[config.mk]
export PLATFORM = sky130hd
export DESIGN_NAME = encode_tx_66b
export DESIGN_NICKNAME = d
export VERILOG_FILES = /design/src/rtl/encode_tx_66b.sv
export SDC_FILE = /design/constraint.sdc
export NUM_CORES = 1
export LEC_CHECK = 0
export BUFFER_PORTS_ARGS = -buffer_cell sky130_fd_sc_hd__buf_2
export CELL_PAD_IN_SITES_DETAIL_PLACEMENT = 1
export CELL_PAD_IN_SITES_GLOBAL_PLACEMENT = 1
export CORE_ASPECT_RATIO = 1.25
export CORE_UTILIZATION = 39
export CTS_BUF_LIST = sky130_fd_sc_hd__clkbuf_8
export DETAILED_ROUTE_END_ITERATION = 16
export PLACE_DENSITY = 0.76
export SETUP_SLACK_MARGIN = 0.2
export SYNTH_ARGS = -nofsm -noshare
export SYNTH_HDL_FRONTEND = slang
export SYNTH_SLANG_ARGS = --single-unit
[constraint.sdc]
create_clock -name clk156 -period 2.4 [get_ports clk156]
set_clock_uncertainty 0.15 [all_clocks]
set_input_delay 0.36 -clock clk156 [delete_from_list [all_inputs] [get_ports clk156]]
set_output_delay 0.36 -clock clk156 [all_outputs]
set_load 0.01 [all_outputs]
[src/rtl/encode_tx_66b.sv]
// 64b/66b transmit encoder for a 10GBASE-R PCS lane.
// Stage 1 classifies the XGMII word and prebuilds its 66-bit block; stage 2
// runs the transmit state machine, substitutes error blocks and counts them.
module encode_tx_66b #(
  parameter logic [7:0] IDLE_CHAR = 8'h07,
  parameter logic [7:0] ERR_CHAR  = 8'hFE
) (
  input  logic        clk156,
  input  logic        rstb156,
  input  logic [63:0] txdata,
  input  logic [7:0]  txcontrol,
  input  logic        tx_en,
  input  logic        bypass_66encoder,
  input  logic        clear_errblk,
  output logic [65:0] TXD_Encoded,
  output logic [2:0]  tx_state,
  output logic [7:0]  errd_blks
);

  localparam logic [7:0]  START_CHAR = 8'hFB;
  localparam logic [7:0]  TERM_CHAR  = 8'hFD;
  localparam logic [7:0]  SEQ_CHAR   = 8'h9C;
  localparam logic [1:0]  HDR_DATA   = 2'b10;
  localparam logic [1:0]  HDR_CTRL   = 2'b01;
  localparam logic [6:0]  CODE_IDLE  = 7'h00;
  localparam logic [6:0]  CODE_ERR   = 7'h1E;
  localparam logic [7:0]  TYPE_CTRL  = 8'h1E;
  localparam logic [7:0]  TYPE_OS    = 8'h4B;
  localparam logic [7:0]  TYPE_S0    = 8'h78;
  localparam logic [7:0]  TYPE_S4    = 8'h33;
  localparam logic [65:0] IDLE_BLOCK = {56'h0, TYPE_CTRL, HDR_CTRL};
  localparam logic [65:0] EBLOCK_T   = {{8{CODE_ERR}}, TYPE_CTRL, HDR_CTRL};

  typedef enum logic [2:0] {
    TX_INIT = 3'd0,
    TX_C    = 3'd1,
    TX_D    = 3'd2,
    TX_T    = 3'd3,
    TX_E    = 3'd4
  } tx_state_t;

  typedef enum logic [2:0] {
    BLK_C,
    BLK_S,
    BLK_D,
    BLK_T,
    BLK_E
  } blk_class_t;

  // Block type for a terminate character in lane k.
  function automatic logic [7:0] term_type(input logic [2:0] k);
    case (k)
      3'd0:    return 8'h87;
      3'd1:    return 8'h99;
      3'd2:    return 8'hAA;
      3'd3:    return 8'hB4;
      3'd4:    return 8'hCC;
      3'd5:    return 8'hD2;
      3'd6:    return 8'hE1;
      default: return 8'hFF;
    endcase
  endfunction

  logic [55:0] ctrl_codes;
  logic        ctrl_ok;
  logic [7:0]  term_hit;
  blk_class_t  cls_type;
  logic [65:0] cls_block;

  blk_class_t  s1_type;
  logic [65:0] s1_block;
  logic        s1_bypass;
  logic        s1_valid;

  tx_state_t   state;
  tx_state_t   state_nxt;
  logic [65:0] out_nxt;
  logic        err_inc;

  // Map every lane to its 7-bit control code; flag any lane that is neither idle nor error.
  always_comb begin
    ctrl_ok    = 1'b1;
    ctrl_codes = '0;
    for (int unsigned k = 0; k < 8; k++) begin
      if (txdata[8*k +: 8] == IDLE_CHAR)
        ctrl_codes[7*k +: 7] = CODE_IDLE;
      else if (txdata[8*k +: 8] == ERR_CHAR)
        ctrl_codes[7*k +: 7] = CODE_ERR;
      else
        ctrl_ok = 1'b0;
    end
  end

  // Detect a terminate in lane k: control bits k..7 set, lanes above k idle.
  always_comb begin
    term_hit = '0;
    for (int unsigned k = 0; k < 8; k++) begin
      term_hit[k] = (txdata[8*k +: 8] == TERM_CHAR) && (txcontrol == (8'hFF << k));
      for (int unsigned j = k + 1; j < 8; j++) begin
        if (txdata[8*j +: 8] != IDLE_CHAR)
          term_hit[k] = 1'b0;
      end
    end
  end

  // Classify the incoming word and build the corresponding 66-bit block.
  always_comb begin
    cls_type  = BLK_E;
    cls_block = EBLOCK_T;
    if (txcontrol == 8'h00) begin
      cls_type  = BLK_D;
      cls_block = {txdata, HDR_DATA};
    end else if (txcontrol == 8'hFF && ctrl_ok) begin
      cls_type  = BLK_C;
      cls_block = {ctrl_codes, TYPE_CTRL, HDR_CTRL};
    end else if (txcontrol == 8'h01 && txdata[7:0] == SEQ_CHAR) begin
      cls_type  = BLK_C;
      cls_block = {32'h0, txdata[31:8], TYPE_OS, HDR_CTRL};
    end else if (txcontrol == 8'h01 && txdata[7:0] == START_CHAR) begin
      cls_type  = BLK_S;
      cls_block = {txdata[63:8], TYPE_S0, HDR_CTRL};
    end else if (txcontrol == 8'h1F && txdata[31:0] == {4{IDLE_CHAR}} &&
                 txdata[39:32] == START_CHAR) begin
      cls_type  = BLK_S;
      cls_block = {txdata[63:40], 32'h0, TYPE_S4, HDR_CTRL};
    end else if (|term_hit) begin
      cls_type  = BLK_T;
      cls_block = '0;
      cls_block[1:0] = HDR_CTRL;
      for (int unsigned k = 0; k < 8; k++) begin
        if (term_hit[k]) begin
          cls_block[9:2] = term_type(3'(k));
          for (int unsigned j = 0; j < k; j++)
            cls_block[10 + 8*j +: 8] = txdata[8*j +: 8];
        end
      end
    end
  end

  // Stage 1: register classification and prebuilt block (or raw bypass block).
  always_ff @(posedge clk156 or negedge rstb156) begin
    if (!rstb156) begin
      s1_type   <= BLK_C;
      s1_block  <= IDLE_BLOCK;
      s1_bypass <= 1'b0;
      s1_valid  <= 1'b0;
    end else if (tx_en) begin
      s1_type   <= cls_type;
      s1_block  <= bypass_66encoder ? {txdata, HDR_DATA} : cls_block;
      s1_bypass <= bypass_66encoder;
      s1_valid  <= 1'b1;
    end
  end

  // Next state and output block. s1_valid keeps the FSM in TX_INIT until a
  // real word reaches stage 1, so the first word after reset is judged from INIT.
  always_comb begin
    state_nxt = state;
    out_nxt   = TXD_Encoded;
    err_inc   = 1'b0;
    if (s1_valid) begin
      if (s1_bypass) begin
        state_nxt = TX_INIT;
        out_nxt   = s1_block;
      end else begin
        unique case (state)
          TX_INIT, TX_C, TX_T: begin
            case (s1_type)
              BLK_C:   state_nxt = TX_C;
              BLK_S:   state_nxt = TX_D;
              default: state_nxt = TX_E;
            endcase
          end
          TX_D: begin
            case (s1_type)
              BLK_D:   state_nxt = TX_D;
              BLK_T:   state_nxt = TX_T;
              default: state_nxt = TX_E;
            endcase
          end
          TX_E: begin
            case (s1_type)
              BLK_C:   state_nxt = TX_C;
              BLK_D:   state_nxt = TX_D;
              BLK_T:   state_nxt = TX_T;
              default: state_nxt = TX_E;
            endcase
          end
          default: state_nxt = TX_E;
        endcase
        err_inc = (state_nxt == TX_E);
        out_nxt = err_inc ? EBLOCK_T : s1_block;
      end
    end
  end

  // Stage 2: state register and output block register.
  always_ff @(posedge clk156 or negedge rstb156) begin
    if (!rstb156) begin
      state       <= TX_INIT;
      TXD_Encoded <= IDLE_BLOCK;
    end else if (tx_en) begin
      state       <= state_nxt;
      TXD_Encoded <= out_nxt;
    end
  end

  // Saturating error-block counter; clear wins and works while stalled.
  always_ff @(posedge clk156 or negedge rstb156) begin
    if (!rstb156)
      errd_blks <= '0;
    else if (clear_errblk)
      errd_blks <= '0;
    else if (tx_en && err_inc && errd_blks != 8'hFF)
      errd_blks <= errd_blks + 8'd1;
  end

  assign tx_state = state;

endmodule

### Word level (Yosys, flattened, before mapping)

Index checks and enable logic that the tools add are counted.

* bits in writable memories: 0
* output and inout port bits: 77
* logic and storage cells: 178
* bits in read-only memories: 0
* memories kept: 0
* register bits: 148
* input port bits: 77
* latch bits: 0

* magnitude comparators: 0
* $mul: 0
* shift operators: 0
* bitwise logic cells: 0
* $add $sub $neg: 1
* reduce and logical (&&, ||, !) cells: 22
* multiplexer cells: 94
* div/mod/pow operators: 0
* equality and inequality tests: 54

Operators by type and width (number)
* $mux 66: 9
* $eq 8x8->1 const B: 27
* $mux 5: 15
* $eq 8x3->1 const B: 8
* $mux 64: 1
* $mux 56: 1
* $ne 8x3->1 const B: 7
* $mux 48: 1
* $mux 1: 46
* $mux 40: 1
* $eq 32x27->1 const B: 1
* $mux 32: 1
* $mux 3: 9
* $mux 24: 1
* $mux 8: 3
* $pmux 3 s3: 2
* $mux 16: 1
* $logic_and 1x1->1: 15
* $eq 3x2->1 const B: 4
* $pmux 3 s2: 2
* $add 8x1->8 const B: 1
* $eq 8x1->1 const B: 1
* $eq 8x5->1 const B: 1
* $logic_not 8->1: 1
* other kinds (9): 12

### Depth between registers and ports, before layout

Gate-level depths: netlist of run 1.

* depth after elaboration: 24
* mapped depth: 10
* mapped depth without buffers: 7

### Least setup slack after synthesis of run 1

OpenSTA, ideal clock, no wires.

* path type: input port to flip-flop
* start point: input txdata[20]
* end point: register s1_block[5]
* cell stages on the path: 7
* library setup time: 77 ps
* slack: -565 ps
* path buffers: 1
* arrival time: 2738 ps
* cell sequence: or4_1 -> or4_1 -> buf_6 -> a211o_4 -> nor3b_4 -> or4_1 -> a21o_1

* word-level cells in the longest chain between the ends: 21
* elaborated cells between the ends (all ways): 53
* classes of those cells: 5 x eq/ne; 43 x mux; 5 x reduce/logical

Ends and longest elaborated chain
* start, declared: RTL line 10 `input logic [63:0] txdata,`
* $ne 8x3->1: RTL line 100 `if (txdata[8*j +: 8] != IDLE_CHAR)`
* $mux 1 (6 in series): RTL line 100
* $mux 16: RTL line 131 `if (term_hit[k]) begin`
* $mux 24: RTL line 131
* $mux 32: RTL line 131
* $mux 40: RTL line 131
* $mux 48: RTL line 131
* $mux 56: RTL line 131
* $mux 64: RTL line 131
* $mux 66: RTL line 126 `end else if (|term_hit) begin`
* $mux 66: RTL line 122 `end else if (txcontrol == 8'h1F && txdata[31:0] == {4{IDLE_CHAR}} &&`
* $mux 66: RTL line 119 `end else if (txcontrol == 8'h01 && txdata[7:0] == START_CHAR) begin`
* $mux 66: RTL line 116 `end else if (txcontrol == 8'h01 && txdata[7:0] == SEQ_CHAR) begin`
* $mux 66 *: RTL line 113 `end else if (txcontrol == 8'hFF && ctrl_ok) begin`
* $mux 66 *: RTL line 110 `if (txcontrol == 8'h00) begin`
* $mux 66 *: RTL line 149 `s1_block <= bypass_66encoder ? {txdata, HDR_DATA} : cls_block;`
* end signal, assigned: RTL line 149
* end, declared: RTL line 71 `logic [65:0] s1_block;`

Mark *: on every way between the ends. The rest lies on a longest branch, timed or not.
A chain may end at the register's enable or synchronous reset.

### Worst setup path in the final report of run 1

Ends and elaborated chain as after synthesis.

==> qor.txt, run 1 <==
Worst EP arrival = 2790 ps
drt drc = 0
first-pass GRT wire length = 53.7 mm
MaxCap Viol Count = 0
Layout area overhead = 52.5%
Via density = 5.84
startpoint types = primary input
share of total power in the clock network = 31.6%
final WL = 37.4 mm
setup TNS = -1750 ps
vias = 9,328
gr usage total = 33.9%
PnR worst setup slack = -128 ps
P_int = 4170 µW
Seq/Total Area, Yosys = 45.9%
R2R Path End = errd_blks[0]
vias in the first global route = 9,608
die footprint = 21,400 µm²
Sw Ratio = 32.7%
Post-Synthesis Cells = 954
Pre-antenna DRT Iters = 4
outcome = complete, but fails checks
Num CTS Buffers = 17
FF+latch area = 3720 µm²
Clk Latency, worst-skew pair = 470 ps
CP required = 2660 ps
clock tree from TritonCTS = done
Post-synth EDFFs = 0
CP Max Fanout = 3
Initial Util = 40.0%
placed wire-length estimate = 26.0 mm
number of antenna violations at the first check in global routing = 0
reg-to-reg slack, setup = 140 ps
syn_area_per_cell = 8.49 µm²
failing checks = setup timing
Comb pwr share = 22.1%
Final period util = 105%
P_leak = 0.00552 µW
VDD IR max = 0.367 mV
Final Hold Fails = 0
switching power = 2030 µW
pin count of the biggest net entering global routing = 73
Ports = 154
nets = 1,393
Top FF cell, synth = dfrtp_1
share of cells above drive strength 1 = 43.4%
Sink Count = 148
minimum clock period after layout = 2530 ps
Hold WC Path Type = primary input to flop
Core Region = 20,200 µm²
Die Wd = 131 µm
Slew @ Worst Pin = 489 ps
clk root buf = clkbuf_8
IO Port Bufs = 153
Power Density = 502 nW/µm²
wire per inst = 23.4 µm
hold_sp = txdata[21]
clock tree buffer depth = 2
Finished Core Util = 61.0%
CP endpoint kind = flop
Synth Cell Area = 8100 µm²
synth unique cells = 80
multi-input logic area = 4810 µm²
upper clock frequency limit = 396 MHz
flop and latch count out of synthesis = 148
placed instance count = 1,533
GP Congestion = 0.895
syn_nets = 1,032
Die H = 163 µm
Row Count = 58
Ys Warns = 0
Final ANT Viol Nets = 0
Worst-path clk slew = 90 ps
commonest non-fill, non-tap cell in the layout = buf_4
initial drt markers = 651
Finish-stage setup viols = 34
Hold Path Stages = 3
CTS H-Tree Depth = 4
unrepaired setup endpoints after global routing = true
Non-Filler Instances = 1,598
most frequent cells in the layout = buf_4, buf_2, nor2_1
Hold Crit Endpoint = s1_block[31]
Setup CP Type = primary input to flop
Worst R2R Path Depth = 11
fraction of power consumed by sequential logic = 46.3%
Filler cells = 2,353
GRT overflow = 0
FFs w/ async S/R, synth = 100%
final slew viol count = 0
relative slew slack = 67.4%
Crit Reg-Reg Startpoint = s1_type[1]
## layer usage
layer | vias up | part of all wire (%) | GRT usage [%]
met3 | 128 | 4.0 | 4.59
met2 | 345 | 51 | 59.5
met1 | 4699 | 39 | 39.1
li1 | 4156 | - | -
met5 | - | 0 | 0
met4 | 0 | 6.1 | 19.2
## per-stage QoR
stage | setup WS, ps | hold WS, ps | total power (µW) | area, µm²
after floorplan | -504 | -85.6 | 3430 | 8240
after global placement | -697 | 184 | 4090 | 10900
after detailed placement | -703 | 182 | 4140 | 10900
after CTS | -96.6 | 68.5 | 6120 | 11800
after global routing | -163 | 87.1 | 6450 | 12400
final | -128 | 105 | 6210 | 12400
## cells in the mapped netlist, types with 3 or more instances
library cell,n,share of area (%)
o211ai_1,7,0.65
nor2b_1,10,0.77
nand2_1,124,5.7
or2_2,3,0.23
a311o_1,5,0.62
nor4b_1,6,0.65
dfstp_2,10,3.2
nor4_1,16,1.2
o31ai_1,18,1.7
nand3_1,29,1.8
a22oi_1,12,1.1
nor3b_1,4,0.37
or4_1,12,1.1
nor2_1,149,6.9
dfrtp_1,138,43
xor2_1,4,0.43
and2_1,4,0.31
clkbuf_1,51,2.4
a21oi_1,59,3.6
nand4b_1,9,0.97
a31oi_1,25,1.9
a31o_2,11,1.2
nand4_1,18,1.4
inv_1,23,1.1
mux2i_1,3,0.37
a211o_1,8,0.86
a21o_1,12,1.1
o21ai_1,13,0.80
nand3b_1,3,0.28
nor3_1,15,0.93
o21a_1,3,0.28
o21ai_0,69,4.3
o22ai_1,5,0.39
and3_1,3,0.23
xnor2_1,4,0.43
or3_1,7,0.54
mux2_2,3,0.42
buf_1,3,0.14
nor4bb_1,3,0.37
nand2b_1,6,0.46
## kinds of logic (layout without fill, tap and decap cells)
logic type | after synthesis | count (layout) | share of synthesized area, %
xor+xnor | 8 | 8 | 0.865
simple gates | 444 | 444 | 27.6
mux | 6 | 6 | 0.788
other cells | 0 | 1 | 0
fa+ha+maj | 1 | 1 | 0.154
compound gates | 266 | 266 | 20.7
flops | 148 | 148 | 45.9
buf+inv | 81 | 454 | 4.06
## critical path: stages
cell and delay [ps]:
buf_8 100, or4_4 530, or4_4 600, a211o_4 360
nor3b_4 160, or4_1 500, a21o_1 170
## layout make-up
cell class / instances / area share, %
sequential: 148 / 30.1
tap: 270 / 2.73
timing repair buffer: 399 / 24.5
clock inverter: 13 / 1.01
antenna: 1 / 0.0202
inverter: 24 / 0.729
multi-input combinational: 725 / 38.9
clock buffer: 18 / 2.00
## worst max-delay path by stage
stage | startpoint | end | slack, ps | cells past startpoint
2_1_floorplan | txdata[28] | s1_block[5] | -500 | 7
3_3_place_gp | txdata[28] | s1_block[55] | -700 | 8
3_5_place_dp | txdata[44] | s1_block[5] | -700 | 8
4_1_cts | txdata[20] | s1_block[5] | -100 | 7
5_1_grt | txdata[13] | s1_block[5] | -160 | 9
6_report | txdata[20] | s1_block[5] | -130 | 7
## flip-flops by register name, summed over array words and instances, names as in the netlist
register,flops
s1_type,3
s1_block,66
errd_blks,8
TXD_Encoded,66
s1_bypass,1
tx_state,3
s1_valid,1
## power groups by stage
stage               logic, µW  registers [µW]  clock network (µW)
finish                   1370            2870                1960
global route             1480            2900                2070
CTS                      1270            2860                1980
detailed placement       1230            2910                   0
global placement         1190            2900                   0
floorplan                 481            2940                   0
## what timing repair did
action                                 in CTS  in global routing
setup endpoints to repair                 103                117
buffers inserted                           11                 15
pin swaps                                  34                 33
resized for setup                          89                 81
hold buffers                                2                  0
gates cloned                                3                  2
endpoints found under the hold margin      49                  0
(Power assumes the default switching activity.)
==> run 2: changes to the inputs <==
==> constraint.sdc (replaced) <==
create_clock -name clk156 -period 2.4 [get_ports clk156]
set_clock_uncertainty 0.15 [all_clocks]
set_input_delay 0.24 -clock clk156 [delete_from_list [all_inputs] [get_ports clk156]]
set_output_delay 0.24 -clock clk156 [all_outputs]
set_load 0.01 [all_outputs]
==> run 2 against run 1 <==
- routed wire length decreased by 1.2%
- sequential power about the same
- combinational power about the same
- count of clock-buffer cells in the layout decreased by 1
- sequential cell count unchanged
- non-clock buffer count decreased by 13
- the run still ends with setup timing left
- cell count decreased by 0.81%
- die area unchanged
- worst hold slack got worse by 69 ps
==> qor.txt, run 2 (same netlist as run 1, synthesis figures left out) <==
hold_sp = txdata[5]
vias in the first global route = 9,452
Die H = 163 µm
relative slew slack = 44.8%
die footprint = 21,400 µm²
wire per inst = 23.3 µm
initial drt markers = 588
Power Density = 532 nW/µm²
CP required = 2660 ps
clock tree from TritonCTS = done
GRT overflow = 0
Worst R2R Path Depth = 8
Slew @ Worst Pin = 823 ps
placed instance area = 10,700 µm²
failing checks = setup timing
Comb pwr share = 21.2%
GP Congestion = 0.937
unrepaired setup endpoints after global routing = true
CP endpoint kind = flop
Worst-path clk slew = 100 ps
Core Region = 20,200 µm²
Critical Path, Cell by Cell = buf_6 -> or4_4 -> or2_1 -> or3_4 -> a211o_4 -> nor3b_4 -> or4_1 -> a21o_1
gr usage total = 33.4%
DP Worst Slack = -620 ps
final WL = 36.9 mm
Hold Path Stages = 4
Finish-stage setup viols = 1
Num CTS Buffers = 17
final slew viol count = 0
first-pass GRT wire length = 52.6 mm
Fin Hold WS = 36.2 ps
MaxCap Viol Count = 0
final instance area = 12,200 µm²
CTS H-Tree Depth = 4
Row Count = 58
minimum clock period after layout = 2400 ps
delay of the slowest critical-path stage = 540 ps
outcome = complete, but fails checks
pin count of the biggest net entering global routing = 88
antenna diode instance count = 0
most frequent cells in the layout = buf_4, buf_2, dfrtp_1
placed instance count = 1,512
Hold Crit Endpoint = s1_block[7]
Final period util = 100%
R2R Path End = TXD_Encoded[23]
Sw Ratio = 32.3%
share of cells above drive strength 1 = 42.0%
registers with the most flip-flops = TXD_Encoded: 66 flops, s1_block: 66 flops, errd_blks: 8 flops
placed wire-length estimate = 25.4 mm
Sink Count = 148
Final ANT Viol Nets = 0
Worst EP arrival = 2670 ps
Crit Reg-Reg Startpoint = tx_state[0]
nets = 1,380
Clk Latency, worst-skew pair = 480 ps
startpoint types = primary input
Initial Util = 40.0%
Ports = 154
VDD IR max = 0.322 mV
CP Max Fanout = 3
Layout area overhead = 50.8%
Final Hold Fails = 0
IO Port Bufs = 153
fraction of power consumed by sequential logic = 44.2%
Hold WC Path Type = primary input to flop
P_leak = 0.00538 µW
upper clock frequency limit = 416 MHz
Setup CP Type = primary input to flop
overall power = 6500 µW
share of total power in the clock network = 34.6%
P_int = 4400 µW
vias = 9,363
reg-to-reg slack, setup = 80 ps
drt drc = 0
number of antenna violations at the first check in global routing = 0
Non-Filler Instances = 1,585
Die Wd = 131 µm
clock tree buffer depth = 2
Pre-antenna DRT Iters = 6
CP max stage cell = or4_4
clk root buf = clkbuf_8
commonest non-fill, non-tap cell in the layout = buf_4
switching power = 2100 µW
PnR worst setup slack = -4.63 ps
Via density = 5.91
-- run 2: critical path: cells and delay by family --
family | cells | cell delay, ps
and+or+nand+nor | 5 | 1800
AOI/OAI and AO/OA | 2 | 530
buffers and inverters | 1 | 90
-- run 2: worst max-delay path by stage --
| stage | startpoint | to | cells after the start |
|---|---|---|---|
| final | txdata[44] | s1_block[5] | 8 |
| after global routing | tx_state[0] | TXD_Encoded[23] | 8 |
| after CTS | txdata[20] | s1_block[40] | 10 |
| after global placement | txdata[44] | s1_block[5] | 8 |
| after floorplan | txdata[28] | s1_block[5] | 7 |
| after detailed placement | txdata[7] | s1_block[5] | 8 |
-- run 2: through the flow --
stage | util (%) | setup TNS [ps]
5_1_grt | 60.3 | -51.8
3_3_place_gp | 52.6 | -25680
3_5_place_dp | 52.6 | -26210
6_report | 60.3 | -4.63
2_1_floorplan | - | -5670
4_1_cts | 56.9 | 0
-- run 2: per-layer routing --
layer	vias up	wire length [µm]	track usage, %
met5	-	0	0
met4	0	2110	16.4
met3	136	1650	5.18
met2	383	19000	59.1
met1	4700	14200	38.7
li1	4144	-	-
-- run 2: layout make-up --
class / count / area (µm²)
multi-input cells: 725 / 4770
clock buffers: 17 / 234
well taps: 270 / 338
clock inverters: 15 / 211
fillers: 2403 / 8030
repair buffers: 386 / 2860
flip-flops and latches: 148 / 3720
inverters: 24 / 90.1
-- run 2: what timing repair did --
action / 4_1_cts / 5_1_grt
gates cloned: 0 / 4
endpoints found under the setup margin: 77 / 102
resized for setup: 36 / 121
hold buffers: 20 / 0
pin swaps: 14 / 51
hold endpoints to repair: 170 / 0
buffers inserted: 7 / 10
-- run 2: power groups by stage --
| stage | Clock [µW] | Combinational (µW) | Sequential, µW |
|---|---|---|---|
| final | 2250 | 1380 | 2870 |
| after global routing | 2380 | 1490 | 2900 |
| after CTS | 2290 | 1250 | 2860 |
| after detailed placement | 0 | 1200 | 2910 |
| after global placement | 0 | 1170 | 2900 |
| after floorplan | 0 | 481 | 2940 |
